===== src/rtl/lr35902_irq.sv =====
// LR35902 interrupt controller: IF/IE registers, fixed-priority request and vectored ack handshake.
// Optional build macro LR35902_IRQ_EDGE_EN: irq_src sampled as levels, captured on 0->1 only.
module lr35902_irq (
  input  logic       clk,
  input  logic       reset_n,
  output logic [7:0] dout,
  input  logic [7:0] din,
  input  logic       adr,
  input  logic       read,
  input  logic       write,
  input  logic [4:0] irq_src,
  output logic       cpu_irq,
  input  logic       cpu_ack,
  output logic [7:0] vector
);

  typedef enum logic {
    IDLE  = 1'b0,
    GRANT = 1'b1
  } state_t;

  state_t      r_state;
  state_t      w_state_next;

  logic [4:0]  r_if;
  logic [7:0]  r_ie;
  logic [7:0]  r_vec;
  logic        r_pread;
  logic        r_pwrite;
  logic        r_pack;

  logic        w_rd_rise;
  logic        w_wr_commit;
  logic        w_ack_rise;
  logic [4:0]  w_pend;
  logic [4:0]  w_sel_mask;
  logic [2:0]  w_sel;
  logic [7:0]  w_live_vec;
  logic [4:0]  w_clr;
  logic        w_vec_load;
  logic [4:0]  w_src_set;
  logic [4:0]  w_if_base;
  logic [4:0]  w_if_next;

  assign w_rd_rise   = read & ~r_pread;
  assign w_wr_commit = r_pwrite & ~write;
  assign w_ack_rise  = cpu_ack & ~r_pack;

  assign w_pend  = r_if & r_ie[4:0];
  assign cpu_irq = |w_pend;

  // Lowest set bit wins; the isolated one-hot mask drives the clear.
  assign w_sel_mask = w_pend & (~w_pend + 5'd1);

  always_comb begin
    w_sel = 3'd0;
    casez (w_pend)
      5'b????1: w_sel = 3'd0;
      5'b???10: w_sel = 3'd1;
      5'b??100: w_sel = 3'd2;
      5'b?1000: w_sel = 3'd3;
      5'b10000: w_sel = 3'd4;
      default:  w_sel = 3'd0;
    endcase
  end

  assign w_live_vec = cpu_irq ? (8'h40 + {2'b00, w_sel, 3'b000}) : 8'h00;

`ifdef LR35902_IRQ_EDGE_EN
  logic [4:0] r_src;

  always_ff @(posedge clk or negedge reset_n) begin
    if (!reset_n) begin
      r_src <= '0;
    end else begin
      r_src <= irq_src;
    end
  end

  assign w_src_set = irq_src & ~r_src;
`else
  assign w_src_set = irq_src;
`endif

  always_comb begin
    w_state_next = r_state;
    w_clr        = '0;
    w_vec_load   = 1'b0;
    vector       = 8'h00;
    case (r_state)
      IDLE: begin
        vector = w_live_vec;
        if (w_ack_rise) begin
          w_clr        = w_sel_mask;
          w_vec_load   = 1'b1;
          w_state_next = GRANT;
        end
      end
      GRANT: begin
        vector = r_vec;
        if (!cpu_ack) begin
          w_state_next = IDLE;
        end
      end
      default: begin
        w_state_next = IDLE;
      end
    endcase
  end

  // Bus write first, then ack clear, then source set, so a new request is never lost.
  assign w_if_base = (w_wr_commit && !adr) ? din[4:0] : r_if;
  assign w_if_next = (w_if_base & ~w_clr) | w_src_set;

  always_ff @(posedge clk or negedge reset_n) begin
    if (!reset_n) begin
      r_state <= IDLE;
    end else begin
      r_state <= w_state_next;
    end
  end

  always_ff @(posedge clk or negedge reset_n) begin
    if (!reset_n) begin
      r_if     <= '0;
      r_ie     <= '0;
      r_vec    <= '0;
      r_pread  <= 1'b0;
      r_pwrite <= 1'b0;
      r_pack   <= 1'b0;
      dout     <= '0;
    end else begin
      r_pread  <= read;
      r_pwrite <= write;
      r_pack   <= cpu_ack;
      r_if     <= w_if_next;
      if (w_wr_commit && adr) begin
        r_ie <= din;
      end
      if (w_vec_load) begin
        r_vec <= w_live_vec;
      end
      if (w_rd_rise) begin
        dout <= adr ? r_ie : {3'b111, r_if};
      end
    end
  end

endmodule

===== config.mk =====
export PLATFORM = sky130hd
export DESIGN_NAME = lr35902_irq
export DESIGN_NICKNAME = d
export VERILOG_FILES = /design/src/rtl/lr35902_irq.sv
export SDC_FILE = /design/constraint.sdc
export NUM_CORES = 1
export LEC_CHECK = 0
export ABC_AREA = 1
export CORE_AREA = 2 2 67 53
export CTS_CLUSTER_DIAMETER = 120
export DETAILED_ROUTE_END_ITERATION = 16
export DIE_AREA = 0 0 69 55
export PLACE_DENSITY = 0.8
export SYNTH_ARGS = -nofsm -noshare
export SYNTH_HDL_FRONTEND = slang
export SYNTH_SLANG_ARGS = --single-unit

===== constraint.sdc =====
create_clock -name clk -period 1.2 [get_ports clk]
set_input_delay 0.12 -clock clk [delete_from_list [all_inputs] [get_ports clk]]
set_output_delay 0.12 -clock clk [all_outputs]
set_load 0.005 [all_outputs]

**Word level (Yosys, flattened, before mapping)**

Cells that the tools add are included.

- Add/subtract/negate cells: 2
- Equal/unequal tests: 4
- Multiplexer cells: 11
- Bitwise logic cells: 13
- Reduce and logical (&&, ||, !) cells: 4

Operators by type and width:

| operator | count |
|---|---|
| 8-bit 2-to-1 mux | 2 |
| 8-bit one-hot mux with 2 select lines | 1 |
| 5-bit bitwise AND | 3 |
| 5-bit 2-to-1 mux | 3 |
| 3-bit one-hot mux with 4 select lines | 1 |
| 5-bit inverter | 2 |
| 7-bit by 6-bit adder with 8-bit output (first input constant) | 1 |
| 5-bit by 1-bit adder with 5-bit output (second input constant) | 1 |
| 5-bit equality test (second input constant) | 1 |
| 5-bit OR | 1 |
| 5-bit OR reduction | 1 |
| 4-bit equality test (second input constant) | 1 |
| 1-bit inverter | 4 |
| 1-bit bitwise AND | 3 |
| 3-bit equality test (second input constant) | 1 |
| 1-bit 2-to-1 mux | 3 |
| 2-bit equality test (second input constant) | 1 |
| 1-bit logical AND | 2 |
| 1-bit one-hot mux with 2 select lines | 1 |
| 1-bit zero test | 1 |

- Register bits: 33
- Input port bits: 19
- Output and inout port bits: 17
- Word-level logic and storage cells: 42

**Depth between registers and ports, before layout**

- Depth in word-level cells: 9
- Gate-level depth with buffers: 7

**Least setup slack after synthesis**

Ideal clock, no wire load.

- Path type: register to register
- From: register r_state
- To: register r_if[3]
- Data arrival time: 872 ps
- Setup slack: 211 ps
- Stages on the path, launching flop included: 7
- Path buffers: 0
- Clock period less this slack: 989 ps
- Path through: dfrtp_1 > nor2_2 > nand2_2 > clkinv_2 > nand3_1 > nand2_1 > nand2_1

- Longest elaborated chain between the ends: 4

Ends and longest elaborated chain:

| item | line | text |
|---|---|---|
| start, declared | 22 | `state_t r_state;` |
| start signal, assigned | 119 | `r_state <= w_state_next;` |
| 5-bit 2-to-1 mux | 90 | `case (r_state)` |
| 5-bit inverter | 113 | `assign w_if_next = (w_if_base & ~w_clr) \| w_src_set;` |
| 5-bit bitwise AND | 113 |  |
| 5-bit OR | 113 |  |
| via w_if_next[3] | 43 | `logic [4:0] w_if_next;` |
| end signal, assigned | 136 | `r_if <= w_if_next;` |
| end, declared | 25 | `logic [4:0] r_if;` |

The timed path passes the listed nets, and every way through them passes these cells.
A chain may end at the register's enable or synchronous reset.

**Final worst setup path**

- From: register r_ie[3]
- To: output vector[3]

- Longest elaborated chain between the ends: 6
- Elaborated cells on any way between the ends: 8

Ends and longest elaborated chain:

| item | line | text |
|---|---|---|
| start, declared | 26 | `logic [7:0] r_ie;` |
| start signal, assigned | 138 | `r_ie <= din;` |
| 5-bit bitwise AND (*) | 49 | `assign w_pend = r_if & r_ie[4:0];` |
| 5-bit equality test / 4-bit equality test (equally long branches) | 57 | `casez (w_pend)` |
| 3-bit one-hot mux with 4 select lines | 57 |  |
| 7-bit by 6-bit adder with 8-bit output | 67 | `assign w_live_vec = cpu_irq ? (8'h40 + {2'b00, w_sel, 3'b000}) : 8'h00;` |
| 8-bit 2-to-1 mux (*) | 67 |  |
| 8-bit one-hot mux with 2 select lines (*) | 90 |  |
| end, declared | 14 | `output logic [7:0] vector` |

Every way passes the cells marked *; elsewhere a longest branch is shown, timed or not.

==> results.ini <==
[yosys]
synth_cells = 171
synthArstFlopShare_pct = 100
synth_top_area_share_pct = 50.2
synthAdderAreaFrac_pct = 0
synth-seq-cells = 29
yosys.cell_types.count = 21
ys_warn_count = 0
synth.yosys.seq_area_share_pct = 50.2
synth.most_common_cell = nand2_1
avgSynthCellArea_um2 = 8.46
synth_top_family_by_area = simple AND/OR/NAND/NOR gates
ys_top_cells_by_count = 56 x nand2_1, 29 x dfrtp_1, 20 x inv_1
syn_area_um2 = 1450
netlist_top_cells_area = dfrtp_1 50%, nand2_1 15%, inv_1 5.2%
synth_xor_area_share_pct = 0
synth.area.mux_share_pct = 0
synth_flop_cell = dfrtp_1
synth_edf_count = 0
synth-simple-area-share_pct = 26.3
synth_top_area_cell = dfrtp_1
synth_compound_area_share_pct = 12.5

[placed_design]
place_congestion = 0.840
hpwl_um = 2300
pre_cts_slack_ns = -0.341
port_buffers = 31

[timing]
hold_violations = 0
finalCriticalPeriod_ns = 1.55
finalSetupViolCount = 7
fmax_mhz = 646
tns_ns = -1.50
setup_slack_ns = -0.347
grt_setup_unrepaired = true
skew_ns = 0.0113
period_share_pct = 129
slew_violations = 0

[drt]
wire_per_inst_um = 14.9
drt_iter0_drc = 72
dr.pass1.iters = 4
vias = 1434
drc_errors = 0
antenna_left = 0
viasPerCell = 4.88
wl_um = 4380

[final_layout]
drive_gt1_share_pct = 39.0
final_util_pct = 75.8
nets = 272
antennaDiodeCount = 0
area_growth_pct = 65.1

[status]
violations = negative setup slack
status = finished, violations left

[clocking]
cts_tree = built
cts_max_path_buffers = 2
path_clk_slew_ns = 0.07
cts_buffers = 5
clk_latency_ns = 0.29
htreeDepth = 2
cts_sinks = 29
cts_hold_buf = 0
root_buffer = clkbuf_8

[pwr]
leakage_nw = 1.20
p_total_mw = 3.57
p_per_area_nw_per_um2 = 1500
vdd_drop_max_mv = 1.77

[floorplanning]
rows = 18
die_y_um = 55
ios = 36
start_util_pct = 45.9
die_w_um = 69
coreArea_um2 = 3150
dieArea_um2 = 3800

[critical_path]
worstSetupStartpointType = register
cp_max_fo = 2
critPathKind = reg2out
arrival_ns = 1.43
worstRegToRegCells = 8
cp-end-kind = output port
cp.required_ns = 1.08

[grt]
antenna_found_initial = 0
grt_pass1_wl_um = 6480
grt_max_degree = 30
grtUsageTotal_pct = 22.7
grt_overflow_total = 0
grt_pass1_vias = 1374

[job]
maxCapViolCount = 0

[min_path]
hold_class = in2async

[critical path, cell delays in order, from the launching register on]
cell and delay (ns):
dfrtp_1 0.38, nand2_2 0.09, buf_6 0.14, a21oi_4 0.14
nand2_2 0.08, nand2_2 0.08, nand2_1 0.06, nand2_1 0.07
buf_2 0.11
[layer usage]
metal	share of wire (%)	global-route usage (%)
met2	51	39.9
met4	2.5	8.50
met1	41	27.3
met5	0	0
met3	6.3	6.70
[state kept, by name (all words and copies together), names as in the netlist]
register,count
r_vec,4
r_pack,1
r_state,1
r_if,5
r_pread,1
r_pwrite,1
r_ie,8
dout,8
[placed cells by master (no fill, tap or decap), types with 2 or more instances in the layout]
cell	netlist	layout
nand2_4	0	3
dlygate4sd2_1	0	8
dfrtp_1	29	29
nor2_4	2	3
o21ai_2	8	9
buf_4	5	38
clkbuf_8	0	5
inv_1	20	18
buf_6	2	9
o21ai_0	8	6
buf_2	0	3
buf_12	0	2
nand2_1	56	45
bufinv_16	0	2
a31oi_1	6	6
nand3_4	2	5
nor2_1	15	15
nand2_2	3	11
inv_2	0	2
conb_1	1	4
clkdlybuf4s50_1	0	18
a21oi_1	5	3
[path summary, 6_finish.rpt]
path,startpoint,end,slack [ns]
worst max-delay path,r_ie[3]$_DFFE_PN0P_,vector[3],-0.35
worst min-delay path,reset_n,r_pread$_DFF_PN0_,0.19
worst max register to register,r_ie[1]$_DFFE_PN0P_,r_vec[3]$_DFFE_PN0P_,-0.04
worst min register to register,r_vec[6]$_DFFE_PN0P_,r_vec[6]$_DFFE_PN0P_,0.49
max in group asynchronous,reset_n,r_vec[4]$_DFFE_PN0P_,0.84
min in group clk,read,r_pread$_DFF_PN0_,0.31
[where the power goes]
group | switching (mW) | total, mW | internal (mW)
logic | 0.543 | 1.14 | 0.598
clock network | 0.406 | 1.23 | 0.825
registers | 0.0878 | 1.20 | 1.11
total | 1.04 | 3.57 | 2.54
[repair_timing]
| item | CTS | global route |
|---|---|---|
| pin swaps | 10 | 7 |
| gates resized for setup | 47 | 21 |
| endpoints found under the setup margin | 14 | 11 |
| buffers inserted | 19 | 5 |
[cell families after synthesis]
kind of cell	Yosys count
DFF	29
other	1
and+or+nand+nor	84
buffers and inverters	29
AOI/OAI and AO/OA	28
[layout make-up]
| type | instances | area, um^2 |
|---|---|---|
| clock buffer | 5 | 68.8 |
| clock inverter | 3 | 65.1 |
| fill | 210 | 764 |
| inverter | 22 | 103 |
| multi-input combinational | 116 | 679 |
| sequential | 29 | 726 |
| tap | 40 | 50.0 |
| timing repair buffer | 79 | 697 |
[metrics by stage]
step | area (um^2) | hold slack, ns | instances
after CTS | 2290 | 0.190 | 290
after global placement | 1970 | 0.463 | 263
after floorplan | 1460 | -0.176 | 174
after global routing | 2390 | 0.194 | 294
final | 2390 | 0.185 | 294
after detailed placement | 1970 | 0.466 | 263
Note: power is estimated with default switching activity, not from simulation.
